File: src/rtl/multicycle_ctrl.sv
// Multicycle MIPS control FSM: Moore decode of one state per cycle; lw 5, sw/R/addi 4, beq/j 3 cycles.
// Stalls in FETCH/MEMRD/MEMWR until mem_ready, aborting to FETCH after MAX_WAIT idle cycles; BYTE_OPS_EN adds lb/sb.
module multicycle_ctrl #(
  parameter int MAX_WAIT = 15,
  parameter int STATE_W  = 4
) (
  input  logic       clk,
  input  logic       reset_n,
  input  logic [5:0] op,
  input  logic       zero,
  input  logic       mem_ready,
  output logic       pcen,
  output logic       iord,
  output logic       memwrite,
  output logic       irwrite,
  output logic       regdst,
  output logic       memtoreg,
  output logic       regwrite,
  output logic       alusrca,
  output logic [1:0] alusrcb,
  output logic [1:0] pcsrc,
  output logic [1:0] aluop,
  output logic       byte_enable,
  output logic       illegal_op,
  output logic       mem_err
);

  typedef enum logic [STATE_W-1:0] {
    FETCH   = STATE_W'(0),
    DECODE  = STATE_W'(1),
    MEMADR  = STATE_W'(2),
    MEMRD   = STATE_W'(3),
    MEMWB   = STATE_W'(4),
    MEMWR   = STATE_W'(5),
    EXECUTE = STATE_W'(6),
    ALUWB   = STATE_W'(7),
    BRANCH  = STATE_W'(8),
    ADDIEX  = STATE_W'(9),
    ADDIWB  = STATE_W'(10),
    JUMP    = STATE_W'(11)
  } state_t;

  localparam logic [5:0] OP_LW   = 6'b100011;
  localparam logic [5:0] OP_SW   = 6'b101011;
  localparam logic [5:0] OP_RT   = 6'b000000;
  localparam logic [5:0] OP_BEQ  = 6'b000100;
  localparam logic [5:0] OP_ADDI = 6'b001000;
  localparam logic [5:0] OP_J    = 6'b000010;
  localparam logic [5:0] OP_LB   = 6'b100000;
  localparam logic [5:0] OP_SB   = 6'b101000;

  localparam int CNT_W = (MAX_WAIT > 1) ? $clog2(MAX_WAIT + 1) : 1;

  state_t           state, state_nxt;
  logic [CNT_W-1:0] wait_cnt;
  logic             wait_st, timeout, op_legal;
  logic             pcwrite, branch;

  assign wait_st = (state == FETCH) || (state == MEMRD) || (state == MEMWR);
  assign timeout = (MAX_WAIT > 0) && wait_st && !mem_ready &&
                   (wait_cnt == CNT_W'(MAX_WAIT));

  always_comb begin
    state_nxt = state;
    op_legal  = 1'b1;
    case (state)
      FETCH:   if (mem_ready) state_nxt = DECODE;
      DECODE: begin
        case (op)
          OP_LW, OP_SW: state_nxt = MEMADR;
          OP_RT:        state_nxt = EXECUTE;
          OP_BEQ:       state_nxt = BRANCH;
          OP_ADDI:      state_nxt = ADDIEX;
          OP_J:         state_nxt = JUMP;
`ifdef BYTE_OPS_EN
          OP_LB, OP_SB: state_nxt = MEMADR;
`endif
          default: begin
            state_nxt = FETCH;
            op_legal  = 1'b0;
          end
        endcase
      end
      // op[3] separates stores (sw/sb) from loads (lw/lb); IR is stable here
      MEMADR:  state_nxt = op[3] ? MEMWR : MEMRD;
      MEMRD:   if (mem_ready) state_nxt = MEMWB;
      MEMWB:   state_nxt = FETCH;
      MEMWR:   if (mem_ready) state_nxt = FETCH;
      EXECUTE: state_nxt = ALUWB;
      ALUWB:   state_nxt = FETCH;
      BRANCH:  state_nxt = FETCH;
      ADDIEX:  state_nxt = ADDIWB;
      ADDIWB:  state_nxt = FETCH;
      JUMP:    state_nxt = FETCH;
      default: state_nxt = FETCH;
    endcase
    if (timeout) state_nxt = FETCH;
  end

`ifdef BYTE_OPS_EN
  logic byte_q;
`endif

  always_ff @(posedge clk or negedge reset_n) begin
    if (!reset_n) begin
      state    <= FETCH;
      wait_cnt <= '0;
`ifdef BYTE_OPS_EN
      byte_q   <= 1'b0;
`endif
    end else begin
      state <= state_nxt;
      if (state_nxt != state || timeout)
        wait_cnt <= '0;
      else if (MAX_WAIT > 0 && wait_st && !mem_ready)
        wait_cnt <= wait_cnt + CNT_W'(1);
`ifdef BYTE_OPS_EN
      if (state == DECODE) byte_q <= (op == OP_LB) || (op == OP_SB);
`endif
    end
  end

  always_comb begin
    pcwrite     = 1'b0;
    branch      = 1'b0;
    pcen        = 1'b0;
    iord        = 1'b0;
    memwrite    = 1'b0;
    irwrite     = 1'b0;
    regdst      = 1'b0;
    memtoreg    = 1'b0;
    regwrite    = 1'b0;
    alusrca     = 1'b0;
    alusrcb     = 2'b00;
    pcsrc       = 2'b00;
    aluop       = 2'b00;
    byte_enable = 1'b0;
    case (state)
      FETCH:   begin alusrcb = 2'b01; irwrite = mem_ready; pcwrite = mem_ready; end
      DECODE:  alusrcb = 2'b11;
      MEMADR:  begin alusrca = 1'b1; alusrcb = 2'b10; end
      MEMRD:   iord = 1'b1;
      MEMWB:   begin memtoreg = 1'b1; regwrite = 1'b1; end
      MEMWR:   begin iord = 1'b1; memwrite = 1'b1; end
      EXECUTE: begin alusrca = 1'b1; aluop = 2'b10; end
      ALUWB:   begin regdst = 1'b1; regwrite = 1'b1; end
      BRANCH:  begin alusrca = 1'b1; aluop = 2'b01; pcsrc = 2'b01; branch = 1'b1; end
      ADDIEX:  begin alusrca = 1'b1; alusrcb = 2'b10; end
      ADDIWB:  regwrite = 1'b1;
      JUMP:    begin pcsrc = 2'b10; pcwrite = 1'b1; end
      default: ;
    endcase
`ifdef BYTE_OPS_EN
    byte_enable = byte_q && ((state == MEMADR) || (state == MEMRD) ||
                             (state == MEMWB)  || (state == MEMWR));
`endif
    pcen = pcwrite | (branch & zero);
    // Reset or a timed-out access must leave no architectural write behind
    if (!reset_n || timeout) begin
      pcen     = 1'b0;
      irwrite  = 1'b0;
      memwrite = 1'b0;
      regwrite = 1'b0;
    end
  end

  assign illegal_op = reset_n && (state == DECODE) && !op_legal;
  assign mem_err    = reset_n && timeout;

endmodule

File: config.mk
export PLATFORM = sky130hd
export DESIGN_NAME = multicycle_ctrl
export DESIGN_NICKNAME = d
export VERILOG_FILES = /design/src/rtl/multicycle_ctrl.sv
export SDC_FILE = /design/constraint.sdc
export NUM_CORES = 1
export LEC_CHECK = 0
export CAP_MARGIN = 10
export CORE_UTILIZATION = 41
export DETAILED_ROUTE_END_ITERATION = 6
export PLACE_DENSITY = 0.82
export SYNTH_ARGS = -nofsm -noshare
export SYNTH_HDL_FRONTEND = slang
export SYNTH_SLANG_ARGS = --single-unit
File: constraint.sdc
create_clock -name clk -period 1.4 [get_ports clk]
set_input_delay 0.14 -clock clk [delete_from_list [all_inputs] [get_ports clk]]
set_output_delay 0.14 -clock clk [all_outputs]
set_load 0.01 [all_outputs]
# Word-level counts from Yosys, hierarchy flattened
# Cells that the tools add are included.
# classes
n_addsub	1
n_eq_ne	18
muxes	27
bitwise	2
reduce_logical	21
# ops
cell	n
4-bit one-hot mux with 7 select lines	1
4-bit two-way mux	6
4-bit == test, second input constant	5
4-bit one-hot mux with 5 select lines	1
4-bit by 3-bit == test with 1-bit output, second input constant	4
1-bit two-way mux	14
6-bit == test, second input constant	2
4-bit by 2-bit == test with 1-bit output, second input constant	2
2-bit one-hot mux with 2 select lines	2
6-bit by 2-bit == test with 1-bit output, second input constant	1
6-bit by 3-bit == test with 1-bit output, second input constant	1
6-bit by 4-bit == test with 1-bit output, second input constant	1
6-bit zero test	1
2-bit one-hot mux with 3 select lines	1
2-bit OR reduction	3
6-bit OR reduction	1
1-bit logical AND	5
4-bit by 1-bit adder with 4-bit output, second input constant	1
4-bit by 1-bit == test with 1-bit output, second input constant	1
4-bit zero test	1
1-bit logical OR	4
4-bit != test	1
4-bit OR reduction	1
1-bit zero test	3
6 further kinds	6
# word_totals
reg_bits	8
in_bits	10
out_inout_bits	17
word_cells	71

# Logic depth before layout (Yosys ltp)
# depth
depth_word	9
mapped_depth	6
depth_no_buf	4

# Worst setup path after synthesis
# Ideal clock, no wire load.
# synth_path
path_type	flip-flop to output port
from	register state[1]
to	output regwrite
arrival_ns	1.269
required_time_ns	1.260
setup_slack_ns	-0.009
path_stages_with_launch	6
path_buffers	2
path_cell_list	dfrtp_1 -> buf_6 -> buf_2 -> nor3_1 -> a21oi_1 -> nor2_1
# synth_via
elab_chain_cells	7
word_cells_on_any_way	14
classes_between	eq/ne: 5; mux: 2; reduce/logical: 7
# synth_rtl
item	line_no	source
start: declaration	54	state_t state, state_nxt;
start signal: assignment	112	state <= state_nxt;
4-bit by 2-bit == test with 1-bit output or 4-bit zero test (tied branches)	59	assign wait_st = (state == FETCH) || (state == MEMRD) || (state == MEMWR);
1-bit logical OR (2 in series)	59	
1-bit logical AND (2 in series)	60	assign timeout = (MAX_WAIT > 0) && wait_st && !mem_ready &&
1-bit logical OR	159	if (!reset_n || timeout) begin
1-bit two-way mux (*)	159	
end: declaration	18	output logic regwrite,
# Every way passes the cells marked *; elsewhere a longest branch is shown, timed or not.

# Worst setup path after layout
# layout_path
from	register state[3]
to	output memwrite
# layout_via
elab_chain_cells	7
word_cells_on_any_way	10
classes_between	eq/ne: 2; mux: 2; reduce/logical: 6
# layout_rtl
item	line_no	source
4-bit by 2-bit == test with 1-bit output or 4-bit zero test (tied branches)	59	
1-bit logical OR (2 in series)	59	
1-bit logical AND (2 in series)	60	
1-bit logical OR	159	
1-bit two-way mux (*)	159	
end: declaration	14	output logic memwrite,
# Marked as above.

==> flow_metrics.env <==
export IMPL_ys_seq_area_share_pct=23.43
export IMPL_syn_nets=113
export IMPL_insertion_delay_ns=0.26
export IMPL_crit_cells=6
export IMPL_vdd_drop_max_v=0.0009531
export IMPL_cts_num_sinks=8
export IMPL_endpoint="memwrite"
export IMPL_worstSetupPathType="register to output pin"
export IMPL_place_inst=181
export IMPL_postCtsHoldBufs=0
export IMPL_setup_violations=23
export IMPL_slew_violations=0
export IMPL_finalPower_mw=2.339
export IMPL_worst_r2r_setup_slack_ns=-0.43
export IMPL_synth_edf_count=0
export IMPL_ant_nets=0
export IMPL_placed_cell_area_mm2=0.001338
export IMPL_rows=16
export IMPL_cts_buffers=3
export IMPL_numPortBuffers=25
export IMPL_cp_end_kind="output pin"
export IMPL_antenna_found_initial=0
export IMPL_synth_warnings=0
export IMPL_synth_area_leaders="dfrtp_1, nor3_1, buf_6, nor2_1, nor3b_1"
export IMPL_overflow=0
export IMPL_cp_num_buf_inv=2
export IMPL_synth_area_leader_cell="dfrtp_1"
export IMPL_synth_top_area_share_pct=23.43
export IMPL_finalInstanceArea_mm2=0.001794
export IMPL_critPathLaunch="state[3]"
export IMPL_finClkSkew_ns=0.01455
export IMPL_wl_per_cell_um=22.12
export IMPL_cap_violations=0
export IMPL_viasPerCell=5.940
export IMPL_holdWs_ns=0.1183
export IMPL_route_vias_total=1194
export IMPL_num_io_pins=27
export IMPL_crit_slowest_cell="dfrtp_2"
export IMPL_postLayoutCoreUtil_pct=91.45
export IMPL_core_area_mm2=0.001962
export IMPL_min_period_ns=1.849
export IMPL_clockRootBuffer="clkbuf_4"
export IMPL_min_path_type="primary input to async pin"
export IMPL_hold_viol=0
export IMPL_gp_congestion=0.8283
export IMPL_status="complete, but fails checks"
export IMPL_power_density_mw_per_mm2=1304
export IMPL_startpoint_type="register"
export IMPL_synth_common_cells="nor2_1, nor3_1, dfrtp_1"
export IMPL_initial_utilization_pct=43.56
export IMPL_place_hpwl_um=2042
export IMPL_place_worst_setup_slack_ns=-0.6299
export IMPL_synthFlopType="dfrtp_1"
export IMPL_async_flop_share_pct=100.0
export IMPL_antennaDiodeCount=0
export IMPL_final_nets=187
export IMPL_tns_ns=-6.515
export IMPL_track_usage_pct=32.53
export IMPL_fin_ws_ns=-0.4491
export IMPL_areaGrowthSynthToFinish_pct=110.0
export IMPL_finalNonFillerCells=201
export IMPL_avgSynthCellArea_um2=8.378
export IMPL_die_area_mm2=0.002271
export IMPL_max_stage_delay_ns=0.45
export IMPL_cp_arrival_ns=1.71
export IMPL_yosysMostFrequentCell="nor2_1"
export IMPL_clk_path_buf_depth=2
export IMPL_post_route_period_util_pct=132.1
export IMPL_violations="negative setup slack"
export IMPL_worst_path_dominant_cell_family="flip-flops"
export IMPL_worstPathMaxFanout=3
export IMPL_cts_tree="built"
export IMPL_fmax_ghz=0.5408
export IMPL_ff2ff_path_depth=9
export IMPL_rsz0062_at_grt="yes"
export IMPL_nFillCells=73
export IMPL_synth_area_um2=854.6
export IMPL_r2r_end="state[0]"
export IMPL_synth_distinct_cells=39
export IMPL_crit_required_ns=1.26
export IMPL_firstDrtPassIters=4
export IMPL_grt_max_degree=14
export IMPL_drc=0
export IMPL_rr_startpoint="state[3]"
export IMPL_grt_pass1_vias=1091
export IMPL_die_h_um=47.66
export IMPL_drive_gt1_share_pct=64.37
export IMPL_synthCells=102
export IMPL_first_iter_violations=51
export IMPL_die_x_um=47.66
export IMPL_grt_first_pass_wirelength_um=5078
export IMPL_cts_clk_slew_worst_paths_ns=0.07
export IMPL_p_leak_nw=0.8060
export IMPL_htreeDepth=1
export IMPL_drt_total_wl_um=4447
export IMPL_crit_chain="buf_12 > nor4b_4 > a22oi_4 > o21ai_4 > nor3_2 > buf_2"
export IMPL_ys_ff_latch=8
-- worst min-delay path by stage --
stage                        from     endpoint  slack, ns  cells after the start
final                     reset_n  wait_cnt[2]       0.12                      1
after global routing      reset_n  wait_cnt[2]       0.11                      1
after CTS                 reset_n  wait_cnt[2]       0.09                      1
after detailed placement  reset_n  wait_cnt[2]       0.35                      1
after global placement    reset_n  wait_cnt[2]       0.34                      1
after floorplan           reset_n     state[0]      -0.16                      0
-- cells in the final DEF (no fill, tap or decap), types with 2 or more instances in the layout --
cell type and n:
nand4_1 2, and3_1 2, buf_12 2, a21oi_2 3
nand3_1 4, nor3b_2 2, dfrtp_1 5, buf_2 12
buf_8 4, nor2_4 3, nand2b_4 4, buf_4 32
clkbuf_4 3, clkdlybuf4s50_1 9, nor3_1 5, nor3_2 2
dfrtp_2 3, nor2_1 10, nor3b_1 2, mux2i_1 2
a21oi_1 2, nor4b_4 2, nor3_4 7, xnor2_1 2
xor2_1 3, o21ai_0 2, buf_6 19, a31oi_1 2
o21ai_4 2
-- power by group --
group          switching [mW]  internal [mW]  leakage [nW]  total (mW)
registers              0.0789          0.290         0.104       0.369
logic                   0.839          0.944         0.688        1.78
clock network          0.0890         0.0986        0.0138       0.188
total                    1.01           1.33         0.806        2.34
-- per-layer routing --
metal / part of all wire [%] / GRT usage [%]
met1: 40 / 37.21
met4: 2.9 / 13.33
met3: 8.5 / 7.170
met2: 49 / 58.36
met5: 0 / 0
-- flip-flops by register name, indices dropped and copies added (netlist names) --
name,cells
state,4
wait_cnt,4
-- final cells by class --
type                            instances  area [um2]  share of cell area (%)
Multi-Input combinational cell         83       800.8                   44.63
Timing Repair Buffer                   79       729.5                   40.66
Sequential cell                         8       203.9                   11.37
Tap cell                               27       33.78                   1.883
Clock buffer                            3       22.52                   1.255
Inverter                                1       3.754                  0.2092
-- cell families (layout without fill, tap and decap cells) --
group | Yosys count | count (layout) | share of synthesized area (%)
fa+ha+maj | 1 | 1 | 1.464
mux | 3 | 3 | 3.660
xor+xnor | 6 | 6 | 6.150
compound gates | 18 | 18 | 16.40
buf+inv | 11 | 83 | 10.83
other cells | 1 | 1 | 0.4388
flops | 8 | 8 | 23.43
simple gates | 54 | 54 | 37.63
-- what timing repair did --
item	in CTS	in global routing
gates resized for setup	110	30
gates cloned	0	1
pin swaps	14	13
buffers inserted	10	7
endpoints found under the setup margin	20	23
Note: power is estimated with default switching activity, not from simulation.
